**config.mk**
```make
export PLATFORM = sky130hd
export DESIGN_NAME = fc_input_cond
export DESIGN_NICKNAME = d
export VERILOG_FILES = /design/src/rtl/fc_input_cond.sv
export SDC_FILE = /design/constraint.sdc
export NUM_CORES = 1
export LEC_CHECK = 0
export CAP_MARGIN = 15
export CORE_UTILIZATION = 60
export DETAILED_ROUTE_END_ITERATION = 12
export PLACE_DENSITY = 0.78
export SETUP_SLACK_MARGIN = 0.2
export SYNTH_ARGS = -nofsm -noshare
export SYNTH_HDL_FRONTEND = slang
export SYNTH_SLANG_ARGS = --single-unit
export TNS_END_PERCENT = 50
```
**constraint.sdc**
```tcl
create_clock -name clk -period 2.9 [get_ports clk]
set_input_delay 0.435 -clock clk [delete_from_list [all_inputs] [get_ports clk]]
set_output_delay 0.435 -clock clk [all_outputs]
set_load 0.05 [all_outputs]
```
**src/rtl/fc_input_cond.sv**
```systemverilog
// Input conditioner for the frequency-counter core: synchroniser, glitch filter,
// edge detect, /1 /10 /100 prescaler and activity monitor. Filter enabled by FC_COND_GLITCH_FILTER_EN.
module fc_input_cond #(
   parameter int FILT_LEN = 4,
   parameter int TIMEOUT  = 50000000,
   parameter int IDLE_W   = 26
) (
   input  logic       clk,
   input  logic       rst,
   input  logic       sig_in,
   input  logic [1:0] range,
   output logic       out,
   output logic       edge_pulse,
   output logic       alive
);

`ifdef FC_COND_GLITCH_FILTER_EN
   localparam bit FILT_EN = 1'b1;
`else
   localparam bit FILT_EN = 1'b0;
`endif

   // A terminal count of zero makes the filter accept s2 on the first differing cycle,
   // which is exactly a direct f <= s2 path.
   localparam logic [3:0]        FILT_TERM = FILT_EN ? 4'(FILT_LEN - 1) : 4'd0;
   localparam logic [IDLE_W-1:0] IDLE_MAX  = IDLE_W'(TIMEOUT);

   logic              s1, s2, f, f_d;
   logic [3:0]        fcnt;
   logic [1:0]        range_q;
   logic [5:0]        pcnt;
   logic [IDLE_W-1:0] idle;

   logic              f_nxt, out_nxt, alive_nxt, range_chg;
   logic [3:0]        fcnt_nxt;
   logic [5:0]        pcnt_nxt, pterm;
   logic [IDLE_W-1:0] idle_nxt;

   always_comb begin
      f_nxt     = f;
      fcnt_nxt  = 4'd0;
      out_nxt   = out;
      pcnt_nxt  = pcnt;
      range_chg = (range != range_q);
      pterm     = (range_q == 2'b01) ? 6'd4 : 6'd49;

      if (s2 == f) begin
         fcnt_nxt = 4'd0;
      end else if (fcnt == FILT_TERM) begin
         f_nxt    = s2;
         fcnt_nxt = 4'd0;
      end else begin
         fcnt_nxt = fcnt + 4'd1;
      end

      // A range change wins over a coincident edge, which is then not counted.
      if (range_chg) begin
         out_nxt  = 1'b0;
         pcnt_nxt = 6'd0;
      end else if (range_q == 2'b00) begin
         out_nxt  = f_d;
         pcnt_nxt = 6'd0;
      end else if (edge_pulse) begin
         if (pcnt == pterm) begin
            out_nxt  = ~out;
            pcnt_nxt = 6'd0;
         end else begin
            pcnt_nxt = pcnt + 6'd1;
         end
      end else begin
         pcnt_nxt = pcnt;
      end

      if (edge_pulse) begin
         idle_nxt = '0;
      end else if (idle >= IDLE_MAX) begin
         idle_nxt = IDLE_MAX;
      end else begin
         idle_nxt = idle + 1'b1;
      end
      alive_nxt = (idle_nxt < IDLE_MAX);
   end

   always_ff @(posedge clk or posedge rst) begin
      if (rst) begin
         s1         <= 1'b0;
         s2         <= 1'b0;
         f          <= 1'b0;
         f_d        <= 1'b0;
         fcnt       <= 4'd0;
         range_q    <= 2'b00;
         pcnt       <= 6'd0;
         idle       <= IDLE_MAX;
         out        <= 1'b0;
         edge_pulse <= 1'b0;
         alive      <= 1'b0;
      end else begin
         s1         <= sig_in;
         s2         <= s1;
         f          <= f_nxt;
         f_d        <= f;
         fcnt       <= fcnt_nxt;
         range_q    <= range;
         pcnt       <= pcnt_nxt;
         idle       <= idle_nxt;
         out        <= out_nxt;
         edge_pulse <= f & ~f_d;
         alive      <= alive_nxt;
      end
   end

endmodule

```
==> results.json, run 1 <==
{
  "synth_area_per_cell_um2": 9.51,
  "grt_pass1_vias": 1767,
  "drt_iter0_drc": 152,
  "synth_xor_area_share_pct": 9.56,
  "area_delta_synth_final_pct": 9.16,
  "wl_um": 4770,
  "crit_type": "register to register",
  "power.density_nw_per_um2": 439,
  "yosysMostFrequentCell": "dfrtp_1",
  "die_x_um": 66.2,
  "tightestPinTransition_ns": 0.872,
  "synth_top_family_by_area": "simple AND/OR/NAND/NOR gates",
  "setup_viol": 0,
  "synthTopCellsByCount": "dfrtp_1, nor2_1, nand2_1",
  "syn-num-nets": 270,
  "grt_max_degree": 46,
  "slowest_delay_ns": 0.67,
  "holdBufCountCts": 0,
  "num_antenna_cells": 0,
  "yosysTopAreaCellShare_pct": 33.4,
  "min_period_ns": 2.37,
  "vias": 1909,
  "synth-simple-area-share_pct": 24.6,
  "initial_core_util_pct": 65.1,
  "cts.sinks": 45,
  "num_rows": 22,
  "rsz0062_at_grt": "false",
  "drtAntennaViolNets": 0,
  "p_leak_nw": 1.09,
  "coreArea_um2": 3800,
  "viasPerCell": 5.95,
  "path_cells": "nor4_1 > a2bb2oi_1 > a22oi_1 > nand2_1 > nor4b_2 > nor4_1 > o21bai_1",
  "fmaxAchievable_ghz": 0.421,
  "cp.buffers_inverters": 0,
  "drv_cap": 0,
  "synth.cell_area_um2": 2470,
  "yosysSeqAreaShare_pct": 46.1,
  "wire_per_inst_um": 14.8,
  "hold_viol": 0,
  "drive_above_1_share_pct": 13.2,
  "dp_hpwl_um": 3400,
  "clock_path_buffers": 2,
  "ctsResizeCount": 0,
  "die_height_um": 66.2,
  "critPathMostFrequentCell": "nor4_1",
  "slew_headroom_pct": 41.4,
  "num_io_pins": 8,
  "design.die.area_um2": 4380,
  "synth_compound_area_share_pct": 12.1,
  "globalRouteTotalUtil_pct": 24.8,
  "clkSlewWorstSetupHoldPaths_ns": 0.09,
  "total_power_mw": 1.19,
  "yosys.area.top_type": "dfrtp_1",
  "io_buffers": 7,
  "synth_edf_count": 0,
  "fill_cells": 293,
  "critPathCaptureType": "register",
  "cts-root-buf": "clkbuf_8",
  "yosysUniqueCellTypes": 51,
  "grt_pass1_wl_um": 8080,
  "synthMuxAreaShare_pct": 1.92,
  "worst_path_max_delay_cell": "a22oi_1",
  "finalWorstSetupSlack_ns": 0.526,
  "synth_ff_type": "dfrtp_1",
  "async_reset_ff_share_pct": 100,
  "cts-buffers-inserted": 5,
  "hold_class": "register to register",
  "gp_congestion": 0.897,
  "worstPathRequired_ns": 3.13,
  "vdd_drop_max_v": 0.000351,
  "grt.overflow.total": 0,
  "cts.htree.levels": 2,
  "post_dp_cell_area_um2": 2610,
  "worst_skew_pair.late_latency_ns": 0.30,
  "cp_top_family": "compound AO/OA/AOI/OAI gates",
  "drv_slew": 0,
  "setup_tns_ns": 0,
  "worstPathArrival_ns": 2.61,
  "cts_tree": "built",
  "layout.nets": 282,
  "post-route-util_pct": 71.1,
  "dpl_worst_slack_ns": 0.564,
  "status": "finished, final reports clean",
  "timing.hold.ws_ns": 0.352,
  "dp.cells": 313,
  "netlist_instances": 260,
  "synthAdderAreaFrac_pct": 2.53,
  "dr.pass1.iters": 4,
  "drc_errors": 0,
  "cp_max_fo": 10,
  "synth_seq_cells": 45,
  "antenna_found_initial": 0,
  "synth_area_leaders": "dfrtp_1, dfstp_2, xnor2_1",
  "yosys_warnings": 0,
  "fin_area_um2": 2700,
  "post-route-period-util_pct": 81.9,
  "fin_skew_ns": 0.00768,
  "postCtsSetupBuffers": 0,
  "final_cell_count_no_fill": 321,
  "cp-start-kind": "register"
}
-- where the power goes --
group / switching, mW / leakage (nW) / internal (mW)
logic: 0.0628 / 0.490 / 0.0431
registers: 0.0398 / 0.559 / 0.656
clock network: 0.214 / 0.0374 / 0.170
-- logic make-up after synthesis --
logic type / Yosys count
fa+ha+maj: 5
flops: 45
mux: 4
xor+xnor: 27
buf+inv: 20
compound gates: 46
simple gates: 113
-- layer usage --
metal	GRT usage (%)	part of all wire [%]	wire length, um
met1	33.2	48	2300
met2	39.8	47	2230
met3	5.69	3.7	177
met4	7.71	1.2	57
met5	0	0	0
-- layout by cell type (no fill, tap or decap), types with 5 or more instances in the layout --
cell             count
dfrtp_1             33
nor2_1              32
nand2_1             21
xnor2_1             17
a21oi_1             16
inv_1               12
dfstp_2             12
xor2_1              10
nand4_1             10
nand3_1              9
clkdlybuf4s50_1      7
o21ai_0              6
and3_1               6
nor3_1               5
ha_1                 5
clkbuf_8             5
buf_4                5
-- worst paths after layout --
| kind | startpoint | end | slack [ns] | cells past startpoint |
|---|---|---|---|---|
| min reg2reg | s1 | s2 | 0.35 | 0 |
| max | idle[16] | alive | 0.53 | 7 |
| max reg2reg | idle[16] | alive | 0.53 | 7 |
| min in group asynchronous | rst | out | 0.56 | 3 |
| max in group asynchronous | rst | idle[22] | 1.96 | 3 |
| min | s1 | s2 | 0.35 | 0 |
-- state kept, by name (all words and copies together) (netlist names) --
signal,count
s1,1
f,1
s2,1
f_d,1
range_q,2
fcnt,4
alive,1
idle,26
pcnt,6
edge_pulse,1
out,1
-- final cells by class --
class,count,area [um2],area share [%]
Sequential cell,45,1140,42.3
Inverter,13,48.8,1.81
Tap cell,48,60.1,2.22
Multi-Input combinational cell,195,1250,46.5
Timing Repair Buffer,12,108,3.99
Clock buffer,6,72.6,2.69
Clock inverter,2,15.0,0.556
Power figures use the tool's default switching activity.
==> inputs of run 2 (changes only) <==
clock period = 2.2 ns   (was 2.9 ns; I/O delays follow)
==> run 2 against run 1 <==
Compared with the run above:
- count of clock-buffer cells in the layout up 1
- first-iteration DRC count rose by 33%
- clock skew is 0.0010 ns higher
==> results.json, run 2 (synthesis results as in run 1) <==
{
  "status": "finished, final reports clean",
  "cp_max_fo": 4,
  "drv_slew": 0,
  "r2r_slack_ns": 0.006,
  "drv_cap": 0,
  "cts-buffers-inserted": 5,
  "reg_top3": "idle: 26 flops, pcnt: 6 flops, fcnt: 4 flops",
  "critPathCaptureType": "register",
  "cp_top_family": "simple AND/OR/NAND/NOR gates",
  "coreArea_um2": 3800,
  "holdBufCountCts": 0,
  "area_delta_synth_final_pct": 19.5,
  "final_cell_mix": "dfrtp_1, nor2_1, buf_4",
  "cts.htree.levels": 2,
  "worstPathRequired_ns": 2.39,
  "timing.hold.ws_ns": 0.363,
  "critPathMostFrequentCell": "nor4_2",
  "cp.buffers_inverters": 1,
  "hold_viol": 0,
  "worst_skew_pair.late_latency_ns": 0.30,
  "io_buffers": 7,
  "grt_pass1_wl_um": 9050,
  "dp_hpwl_um": 3860,
  "clkSlewWorstSetupHoldPaths_ns": 0.08,
  "post_dp_cell_area_um2": 2760,
  "cts-root-buf": "clkbuf_8",
  "cts_tree": "built",
  "wl_um": 5760,
  "power.density_nw_per_um2": 559,
  "tightestPinTransition_ns": 0.682,
  "reg2reg_depth": 9,
  "num_io_pins": 8,
  "setup_viol": 0,
  "drt_iter0_drc": 202,
  "hold_class": "input pin to async pin",
  "drive_above_1_share_pct": 23.6,
  "grt_max_degree": 29,
  "min_period_ns": 2.19,
  "fill_cells": 257,
  "fin_area_um2": 2960,
  "crit_type": "register to register",
  "vias": 2111,
  "antenna_found_initial": 0,
  "globalRouteTotalUtil_pct": 27.7,
  "dr.pass1.iters": 5,
  "p_leak_nw": 1.25,
  "post-route-period-util_pct": 99.7,
  "path_cells": "ha_1 > nand4_1 > buf_4 > nor4_2 > a31oi_1 > nand2_1 > nor4b_4 > nor4_2 > o21bai_1",
  "cts.sinks": 45,
  "wire_per_inst_um": 16.7,
  "design.die.area_um2": 4380,
  "initial_core_util_pct": 65.1,
  "rsz0062_at_grt": "true",
  "die_x_um": 66.2,
  "grt_pass1_vias": 1975,
  "fmaxAchievable_ghz": 0.456,
  "worstPathArrival_ns": 2.38,
  "drtAntennaViolNets": 0,
  "dpl_worst_slack_ns": -0.111,
  "cp.depth": 9,
  "multiInputGateArea_um2": 1310,
  "num_antenna_cells": 0,
  "slew_headroom_pct": 54.2,
  "worst_path_max_delay_cell": "dfrtp_1",
  "cp-start-kind": "register",
  "post-route-util_pct": 77.8,
  "grt.overflow.total": 0,
  "largest-register": "idle",
  "gp_congestion": 0.897,
  "clock_path_buffers": 2,
  "drc_errors": 0,
  "slowest_delay_ns": 0.40,
  "die_height_um": 66.2,
  "num_rows": 22,
  "layout_commonest_cell": "dfrtp_1",
  "viasPerCell": 6.12,
  "finalWorstSetupSlack_ns": 0.00645,
  "vdd_drop_max_v": 0.000433,
  "fin_skew_ns": 0.00872,
  "seq_area_um2": 1140,
  "largest_register_ffs": 26,
  "layout.nets": 306
}
## run 2: changes by cell type in the layout (fill, tap and decap cells not counted), sizes merged
cell / delta
clkinv: +1
clkinvlp: -2
clkdlybuf4s50: -1
clkbuf: +1
buf: +25
## run 2: through the flow
| stage | cells | total power, mW | TNS, ns |
|---|---|---|---|
| after floorplan | 260 | 1.02 | 0 |
| after global placement | 331 | 1.10 | -0.0195 |
| after detailed placement | 331 | 1.10 | -0.111 |
| after CTS | 342 | 1.65 | 0 |
| after global routing | 345 | 1.71 | -0.0950 |
| final | 345 | 1.65 | 0 |
## run 2: repair_timing
item                       4_1_cts  5_1_grt
buffers inserted                 3        3
pin swaps                        2        0
resized for setup                4        6
setup endpoints to repair        3       12
## run 2: final timing paths
path / end / start
setup / recovery: alive / idle[0]
hold / removal: fcnt[1] / rst
setup reg to reg: alive / idle[0]
hold reg to reg: s2 / s1
max in group asynchronous: idle[25] / rst
min in group clk: s2 / s1
## run 2: power breakdown
group / switching, mW / total, mW / internal (mW)
Sequential: 0.0558 / 0.920 / 0.864
Combinational: 0.0986 / 0.179 / 0.0806
Clock: 0.269 / 0.553 / 0.284
Total: 0.424 / 1.65 / 1.23
## run 2: area by class of cell
class / instances / area share (%)
Clock buffer: 7 / 3.26
Clock inverter: 1 / 0.169
Inverter: 13 / 1.65
Multi-Input combinational cell: 195 / 44.2
Sequential cell: 45 / 38.6
Tap cell: 48 / 2.03
Timing Repair Buffer: 36 / 10.1
## run 2: worst reg2reg max path, stage by stage (launching register included)
cell and delay, ns:
dfrtp_1 0.40, ha_1 0.23, nand4_1 0.24, buf_4 0.23, nor4_2 0.33, a31oi_1 0.14
nand2_1 0.15, nor4b_4 0.07, nor4_2 0.22, o21bai_1 0.08
## run 2: layer usage
| metal | vias up | routed length [um] | track usage, % |
|---|---|---|---|
| met5 | - | 0 | 0 |
| met3 | 15 | 350 | 5.00 |
| li1 | 999 | - | - |
| met4 | 0 | 111 | 9.57 |
| met2 | 96 | 2860 | 47.1 |
| met1 | 1001 | 2430 | 35.5 |
==> inputs of run 3 (changes only) <==
--- a/config.mk
+++ b/config.mk
@@ -7,4 +7,5 @@
 export LEC_CHECK = 0
 export CAP_MARGIN = 15
+export CORE_MARGIN = 2
 export CORE_UTILIZATION = 60
 export DETAILED_ROUTE_END_ITERATION = 12
==> constraint.sdc (replaced) <==
create_clock -name clk -period 2.2 [get_ports clk]
set_input_delay 0.66 -clock clk [delete_from_list [all_inputs] [get_ports clk]]
set_output_delay 0.66 -clock clk [all_outputs]
set_load 0.05 [all_outputs]
==> run 3 against run 2 <==
Compared with the run above:
- critical path depth fell by 1
- core utilization fell by 1.9 points
- clock power rose by 13%
- sequential power fell by 1%
- worst setup slack improved by 0.024 ns
- hold slack got worse by 0.0042 ns
- non-clock buffer count rose by 5
- first-iteration DRC count fell by 40%
- sequential cell count did not move
- maximum frequency rose by 1.1%
==> results.json, run 3 (synthesis results as in run 1) <==
{
  "use_met2_pct": 42.4,
  "dr.pass1.iters": 4,
  "worstPathArrival_ns": 2.36,
  "grtUsageMet1_pct": 32.9,
  "final_cell_mix": "dfrtp_1, buf_4, nor2_1",
  "gp_congestion": 0.943,
  "layout.nets": 311,
  "fin_area_um2": 3010,
  "finalWorstSetupSlack_ns": 0.0306,
  "worst_path_max_delay_cell": "dfstp_2",
  "globalRouteTotalUtil_pct": 25.4,
  "switching_share_pct": 25.0,
  "drt_iter0_drc": 121,
  "setup_viol": 0,
  "vdd_drop_max_v": 0.000509,
  "grt.overflow.total": 0,
  "antenna_found_initial": 0,
  "rsz0062_at_grt": "true",
  "clock_path_buffers": 2,
  "hold_viol": 0,
  "drv_cap": 0,
  "p_sw_uw": 430,
  "dpl_worst_slack_ns": -0.201,
  "p_leak_nw": 1.31,
  "cts-buffers-inserted": 5,
  "cts-root-buf": "clkbuf_8",
  "hold_class": "register to register",
  "num_io_pins": 8,
  "status": "finished, final reports clean",
  "use_met3_pct": 4.28,
  "gr-max-usage-layer": "met2",
  "die_height_um": 68.2,
  "post-route-period-util_pct": 98.6,
  "clkSlewWorstSetupHoldPaths_ns": 0.09,
  "seqPwrFrac_pct": 53.0,
  "num_antenna_cells": 0,
  "fmaxAchievable_ghz": 0.461,
  "cts.sinks": 45,
  "coreArea_um2": 3970,
  "drc_errors": 0,
  "die_x_um": 68.2,
  "num_rows": 23,
  "reg_top3": "idle: 26 flops, pcnt: 6 flops, fcnt: 4 flops",
  "total_power_mw": 1.72,
  "crit_type": "register to register",
  "drv_slew": 0,
  "cp_max_fo": 6,
  "power.density_nw_per_um2": 570,
  "slew_headroom_pct": 58.9,
  "path_cells": "nand4_1 > buf_4 > nor4_1 > a31oi_1 > nand2_1 > nor4b_4 > nor4_2 > o21bai_1",
  "dp_hpwl_um": 3850,
  "cp_top_family": "simple AND/OR/NAND/NOR gates",
  "area_delta_synth_final_pct": 21.9,
  "vias": 2104,
  "grt_pass1_wl_um": 8840,
  "min_period_ns": 2.17,
  "design.die.area_um2": 4650,
  "largest_register_ffs": 26,
  "fin_skew_ns": 0.00832,
  "drtAntennaViolNets": 0,
  "worstPathRequired_ns": 2.39,
  "slowest_delay_ns": 0.57,
  "critPathCaptureType": "register",
  "cts_tree": "built",
  "worst_skew_pair.late_latency_ns": 0.30,
  "viasPerCell": 5.98,
  "cts.htree.levels": 2,
  "drive_above_1_share_pct": 23.5,
  "pwr-share-clk_pct": 36.5,
  "cp-start-kind": "register",
  "grt_pass1_vias": 2045,
  "post_dp_cell_area_um2": 2850,
  "initial_core_util_pct": 62.3,
  "wire_per_inst_um": 14.9,
  "wl_um": 5240,
  "pwr-share-comb_pct": 10.5,
  "largest-register": "idle",
  "cp.buffers_inverters": 1,
  "internal_power_mw": 1.29,
  "io_buffers": 7,
  "tightestPinTransition_ns": 0.612,
  "grt_max_degree": 19
}
run 3: worst paths after layout:
kind / from / endpoint / slack (ns) / cells past startpoint
setup / recovery: idle[14] / alive / 0.03 / 8
hold / removal: s1 / s2 / 0.36 / 0
setup reg to reg: idle[14] / alive / 0.03 / 8
hold reg to reg: s1 / s2 / 0.36 / 0
max in group asynchronous: rst / pcnt[5] / 1.01 / 3
min in group asynchronous: rst / fcnt[1] / 0.66 / 2
run 3: layout make-up:
class | instances | area (um2)
Clock buffer | 6 | 72.6
Clock inverter | 2 | 38.8
Fill cell | 280 | 957
Inverter | 13 | 48.8
Multi-Input combinational cell | 195 | 1300
Sequential cell | 45 | 1140
Tap cell | 50 | 62.6
Timing Repair Buffer | 41 | 354
run 3: power groups by stage:
stage | sequential (mW) | combinational, mW | clock (mW)
after floorplan | 0.931 | 0.0938 | 0
after global placement | 0.924 | 0.176 | 0
after detailed placement | 0.926 | 0.181 | 0
after CTS | 0.911 | 0.180 | 0.642
after global routing | 0.919 | 0.201 | 0.671
final | 0.911 | 0.180 | 0.626
run 3: per-layer routing:
metal / vias to the layer above / part of all wire (%)
met5: - / 0
li1: 1015 / -
met1: 1030 / 46
met2: 53 / 49
met4: 0 / 1.4
met3: 6 / 3.3
run 3: what timing repair did:
| item | in CTS | in global routing |
|---|---|---|
| pin swaps | 1 | 3 |
| cloned | 0 | 0 |
| hold buffers | 0 | 0 |
| setup buffers | 1 | 0 |
| endpoints found under the setup margin | 4 | 13 |
| resized for setup | 4 | 7 |
| hold endpoints to repair | 0 | 0 |
run 3: per-stage QoR:
step                      hold WS [ns]  utilization [%]  cells  TNS [ns]
after CTS                        0.361             75.2    352         0
after global placement           0.334             71.7    343    -0.177
after detailed placement         0.341             71.7    343    -0.439
after floorplan                  0.331                -    260         0
final                            0.359             75.9    352         0
after global routing             0.365             75.9    352    -0.137
